File: config.mk
export PLATFORM = sky130hd
export DESIGN_NAME = uc_multiciclo
export DESIGN_NICKNAME = d
export VERILOG_FILES = /design/src/rtl/uc_multiciclo.sv
export SDC_FILE = /design/constraint.sdc
export NUM_CORES = 1
export LEC_CHECK = 0
export BUFFER_PORTS_ARGS = -buffer_cell sky130_fd_sc_hd__buf_2
export CORE_MARGIN = 4
export CORE_UTILIZATION = 53
export CTS_CLUSTER_DIAMETER = 40
export DETAILED_ROUTE_END_ITERATION = 7
export HOLD_SLACK_MARGIN = 0.12
export PLACE_DENSITY = 0.77
export SYNTH_ARGS = -nofsm -noshare
export SYNTH_HDL_FRONTEND = slang
export SYNTH_SLANG_ARGS = --single-unit
export TNS_END_PERCENT = 10
File: constraint.sdc
create_clock -name clk -period 4 [get_ports clk]
set_clock_uncertainty 0.2 [all_clocks]
set_input_delay 0.8 -clock clk [delete_from_list [all_inputs] [get_ports clk]]
set_output_delay 0.8 -clock clk [all_outputs]
set_load 0.1 [all_outputs]
File: src/rtl/uc_multiciclo.sv
// uc_multiciclo: multi-cycle MIPS control FSM with memory handshake, timeout trap, illegal-op trap and retire counter
module uc_multiciclo #(
  parameter int ALUOP_W     = 3,
  parameter int MEM_TIMEOUT = 16,
  parameter int CNT_W       = 32
) (
  input  logic               clk,
  input  logic               rst_n,
  input  logic [5:0]         OP,
  input  logic               mem_ready,
  output logic               PCWrite,
  output logic               PCWriteCond,
  output logic               IorD,
  output logic               MemRead,
  output logic               MemWrite,
  output logic               IRWrite,
  output logic               RegDst,
  output logic               MemToReg,
  output logic               RegWrite,
  output logic               ALUSrcA,
  output logic [1:0]         ALUSrcB,
  output logic [ALUOP_W-1:0] ALUOP,
  output logic [1:0]         PCSource,
  output logic               illegal_op,
  output logic               bus_err,
  output logic [3:0]         state,
  output logic [CNT_W-1:0]   instr_count
);
  typedef enum logic [3:0] {
    FETCH = 4'd0, DECODE = 4'd1, MEMADDR = 4'd2, MEMREAD = 4'd3, MEMWB = 4'd4, MEMWRITE = 4'd5,
    RTYPE_EX = 4'd6, ALU_WB = 4'd7, BRANCH = 4'd8, JUMP = 4'd9, IMM_EX = 4'd10, TRAP = 4'd11
  } stateT;
  localparam logic [5:0] OP_R = 6'b000000, OP_ADDI = 6'b001000, OP_SLTI = 6'b001010, OP_ANDI = 6'b001100,
                         OP_ORI = 6'b001101, OP_LW = 6'b100011, OP_SW = 6'b101011, OP_BEQ = 6'b000100,
                         OP_J = 6'b000010;
  localparam int WAIT_W = MEM_TIMEOUT > 1 ? $clog2(MEM_TIMEOUT) : 1;
  stateT curState, nextState;
  logic [WAIT_W-1:0] waitCnt;
  logic memWait, timeout, retire;
  assign state = curState;
  always_comb begin
    memWait = curState inside {FETCH, MEMREAD, MEMWRITE} && !mem_ready;
    // the cycle that would be the MEM_TIMEOUT-th held cycle traps instead of holding
    timeout = memWait && waitCnt == WAIT_W'(MEM_TIMEOUT - 1);
    nextState = FETCH;
    case (curState)
      FETCH:    nextState = mem_ready ? DECODE : FETCH;
      DECODE:   nextState = OP == OP_R ? RTYPE_EX :
                            OP inside {OP_ADDI, OP_SLTI, OP_ANDI, OP_ORI} ? IMM_EX :
                            OP inside {OP_LW, OP_SW} ? MEMADDR :
                            OP == OP_BEQ ? BRANCH :
                            OP == OP_J ? JUMP : TRAP;
      MEMADDR:  nextState = OP == OP_LW ? MEMREAD : MEMWRITE;
      MEMREAD:  nextState = mem_ready ? MEMWB : MEMREAD;
      MEMWRITE: nextState = mem_ready ? FETCH : MEMWRITE;
      RTYPE_EX: nextState = ALU_WB;
      IMM_EX:   nextState = ALU_WB;
      TRAP:     nextState = TRAP;
      default:  nextState = FETCH;
    endcase
    if (timeout) nextState = TRAP;
    retire = rst_n && nextState == FETCH && curState inside {MEMWB, MEMWRITE, ALU_WB, BRANCH, JUMP};
  end
  always_comb begin
    PCWrite = 1'b0;
    PCWriteCond = 1'b0;
    IorD = 1'b0;
    MemRead = 1'b0;
    MemWrite = 1'b0;
    IRWrite = 1'b0;
    RegDst = 1'b0;
    MemToReg = 1'b0;
    RegWrite = 1'b0;
    ALUSrcA = 1'b0;
    ALUSrcB = 2'b00;
    ALUOP = '0;
    PCSource = 2'b00;
    if (rst_n) begin
      case (curState)
        FETCH: begin
          MemRead = 1'b1;
          ALUSrcB = 2'b01;
          IRWrite = mem_ready;
          PCWrite = mem_ready;
        end
        DECODE: ALUSrcB = 2'b11;
        MEMADDR: begin
          ALUSrcA = 1'b1;
          ALUSrcB = 2'b10;
        end
        MEMREAD: begin
          MemRead = 1'b1;
          IorD = 1'b1;
        end
        MEMWB: begin
          MemToReg = 1'b1;
          RegWrite = 1'b1;
        end
        MEMWRITE: begin
          MemWrite = 1'b1;
          IorD = 1'b1;
        end
        RTYPE_EX: begin
          ALUSrcA = 1'b1;
          ALUOP = ALUOP_W'(3'b100);
        end
        ALU_WB: begin
          RegWrite = 1'b1;
          RegDst = OP == OP_R;
        end
        IMM_EX: begin
          ALUSrcA = 1'b1;
          ALUSrcB = 2'b10;
          ALUOP = OP == OP_SLTI ? ALUOP_W'(3'b001) :
                  OP == OP_ANDI ? ALUOP_W'(3'b010) :
                  OP == OP_ORI  ? ALUOP_W'(3'b011) : ALUOP_W'(3'b000);
        end
        BRANCH: begin
          ALUSrcA = 1'b1;
          ALUOP = ALUOP_W'(3'b101);
          PCWriteCond = 1'b1;
          PCSource = 2'b01;
        end
        JUMP: begin
          PCWrite = 1'b1;
          PCSource = 2'b10;
        end
        default: ;
      endcase
    end
  end
  always_ff @(posedge clk) begin
    if (!rst_n) begin
      curState <= FETCH;
      waitCnt <= '0;
      instr_count <= '0;
      illegal_op <= 1'b0;
      bus_err <= 1'b0;
    end else begin
      curState <= nextState;
      waitCnt <= memWait && nextState == curState ? waitCnt + 1'b1 : '0;
      instr_count <= instr_count + CNT_W'(retire);
      illegal_op <= illegal_op | (curState == DECODE && nextState == TRAP);
      bus_err <= bus_err | timeout;
    end
  end
endmodule

==> results.toml <==
[clocking]
cts.clk_slew.worst_paths_ns = 0.08
clock_sinks = 42
cts_setup_buffers = 0
ctsHtreeMaxLevel = 2
clk_root_buffer_cell = "sky130_fd_sc_hd__clkbuf_8"
clock_latency_ns = 0.29
post_cts_resize_count = 0
cts_tree = "yes"
cts-buffers-inserted = 5
cts_buffer_depth = 2
hold_buffers = 0

[critical_path]
timing.critical_path.to_type = "flop"
critical_path_depth = 11
crit_top_cell = "sky130_fd_sc_hd__ha_1"
timing.critical_path.arrival_ns = 3.66
critical_path.top_delay_family = "simple AND/OR/NAND/NOR gates"
timing.reg2reg.worst_path_depth = 10
worst-path-buf-inv = 1
critical_path.startpoint_type = "primary input"
timing.critical_path.slowest_cell_delay_ns = 0.53
worst_ep_required_time_ns = 4.03
highest_delay_cell_along_the_critical_path = "sky130_fd_sc_hd__or4_1"
worst-path-max-fanout = 8
critical_path.cell_chain = "buf_2 -> or2_2 -> nor3b_1 -> a221oi_1 -> nor4_1 -> ha_1 -> ha_1 -> and2_1 -> nand4_2 -> or4_1 -> a21oi_1"
worstSetupPathType = "primary input to flop"

[detailed_routing]
detail_route.drc_violations = 0
drt_pre_antenna_iters = 5
via_per_inst = 6.044
dr_total_vias = 2490
routed_wl_per_cell_um = 14.78
final_antenna_net_count = 0
drt_iter0_drc = 184
route.final.wire_length_um = 6089

[timing]
period_needed_ns = 3.634
final-hold-violation-count = 0
finalSetupViolCount = 0
post-route-period-util_pct = 90.84
drv_slew = 0
fin_setup_tns_ns = 0
slew_headroom_pct = 59.52
grt_setup_unrepaired = "no"
worst_pin_slew_ns = 0.6064
timing.fmax_ghz = 0.2752

[outcome]
run_status = "complete, no violations"

[die]
die_height_um = 75.82
core-area_sq_um = 4414
start_util_pct = 55.22
die_area_sq_um = 5748
io_pins = 64
core.rowCount = 24
die-width_um = 75.82

[grt]
gr-total-overflow = 0
antenna_found_initial = 0
grt_max_degree = 29
global_route_wire_length_before_repair_um = 9915
gr-usage-all-layers_pct = 22.11
grt_pass1_vias = 2190

[place]
dp.cells = 404
placer_congestion_estimate = 0.9596
dpl.hpwl_um = 4446
place.port_buffers = 63

[logic_synthesis]
synthArstFlopShare_pct = 0
synth_edf_count = 0
syn-num-nets = 314
synth_area_per_cell_sq_um = 8.071
post_synth_instance_area_sq_um = 2437
synth_cell_type_count = 50
synth-seq-cells = 42
synthesis.yosys.warnings = 0
netlist_instances = 302
yosys_most_used_dff = "sky130_fd_sc_hd__dfxtp_1"
synth-seq-area-share_pct = 34.50

[finish]
fin_nets = 371
insertedDiodeCount = 0
nFillCells = 396
syn2layout_area_growth_pct = 19.61
drive_above_1_share_pct = 23.33
final_instance_count_without_filler_cells = 412
layout_common_cells = "61 x sky130_fd_sc_hd__buf_2, 42 x sky130_fd_sc_hd__dfxtp_1, 33 x sky130_fd_sc_hd__nor2_1, 18 x sky130_fd_sc_hd__a21oi_1, 17 x sky130_fd_sc_hd__nand2_1"
mostFrequentLayoutCell = "sky130_fd_sc_hd__buf_2"

[pwr]
leakagePower_nw = 1.199
ir_worst_vdd_mv = 0.6094
cellPowerDensity_nw_per_um2 = 533.4

[job]
max_cap_viol_count = 0

[worst_hold_path]
class_of_the_tightest_hold_or_removal_check = "flop to flop"
hold_depth = 1
[area by class of cell]
type / count / area [sq um] / area share (%)
Multi-Input combinational cell: 233 / 1494 / 51.24
Sequential cell: 42 / 840.8 / 28.84
Timing Repair Buffer: 66 / 367.9 / 12.62
Clock buffer: 7 / 76.32 / 2.618
Tap cell: 52 / 65.06 / 2.232
Inverter: 11 / 41.29 / 1.416
Clock inverter: 1 / 30.03 / 1.030
[per-layer routing]
| layer | GRT usage (%) | routed length, um |
|---|---|---|
| met1 | 28.79 | 2588 |
| met2 | 35.46 | 2971 |
| met5 | 0 | 0 |
| met3 | 4.617 | 400 |
| met4 | 9.126 | 128 |
[cell usage after synthesis (all sizes together), types with 3 or more instances]
library cell	number	area share [%]
nor2b	5	1.3
ha	3	1.5
mux2i	3	1.2
inv	11	1.7
or4	9	2.8
nand2	17	2.6
xnor2	13	4.7
a21oi	18	3.7
nor4	9	2.3
and4	7	2.8
buf	4	1.1
nor3	9	1.8
dfxtp	42	34
nand3	16	3.8
o31ai	11	3.4
and3	7	1.8
o21ai	9	1.8
and2	5	1.3
nor2	33	5.1
xor2	6	2.2
nand4	10	3.4
or3	3	0.77
nor3b	3	0.92
nand3b	3	0.92
clkbuf	12	1.8
nand2b	8	2.1
[cell families (layout without fill, tap and decap cells)]
| family | after synthesis | after routing | synth area share [%] |
|---|---|---|---|
| AO/OA/AOI/OAI | 58 | 58 | 15.50 |
| adder cells (fa/ha/maj) | 3 | 3 | 1.540 |
| AND/OR/NAND/NOR | 150 | 150 | 35.73 |
| buffers and inverters | 27 | 85 | 4.671 |
| flip-flops | 42 | 42 | 34.50 |
| XOR/XNOR | 19 | 19 | 6.828 |
| multiplexers | 3 | 3 | 1.232 |
[path summary, 6_finish.rpt]
kind / from / to / slack [ns]
worst max-delay path: OP[5] / instr_count[30]$_SDFF_PN0_ / 0.37
worst min-delay path: waitCnt[0]$_SDFF_PN0_ / waitCnt[0]$_SDFF_PN0_ / 0.25
worst max register to register: state[0]$_SDFF_PN0_ / instr_count[30]$_SDFF_PN0_ / 0.53
worst min register to register: waitCnt[0]$_SDFF_PN0_ / waitCnt[0]$_SDFF_PN0_ / 0.25
[power by group]
group | total (W) | leakage (nW) | internal, W | switching (W)
sequential | 0.000503 | 0.339 | 0.000441 | 0.0000619
clock | 0.000328 | 0.0524 | 0.000187 | 0.000142
combinational | 0.000724 | 0.808 | 0.000158 | 0.000566
[metrics by stage]
step                      power (W)  cell area [sq um]  util, %  setup WS [ns]  hold WS (ns)
after detailed placement   0.001232               2809    63.63         0.1014        0.2376
after CTS                  0.001559               2915    66.04         0.3922        0.2519
after floorplan            0.001115               2449        -        -0.8045        0.2179
final                      0.001555               2915    66.04         0.3663        0.2507
after global placement     0.001230               2809    63.63         0.2367        0.2349
after global routing       0.001626               2915    66.04         0.1609        0.2687
[sequential cells by signal (all words and copies together) (netlist names)]
signal,count
instr_count,32
state,4
waitCnt,4
bus_err,1
illegal_op,1
(Power assumes the default switching activity.)
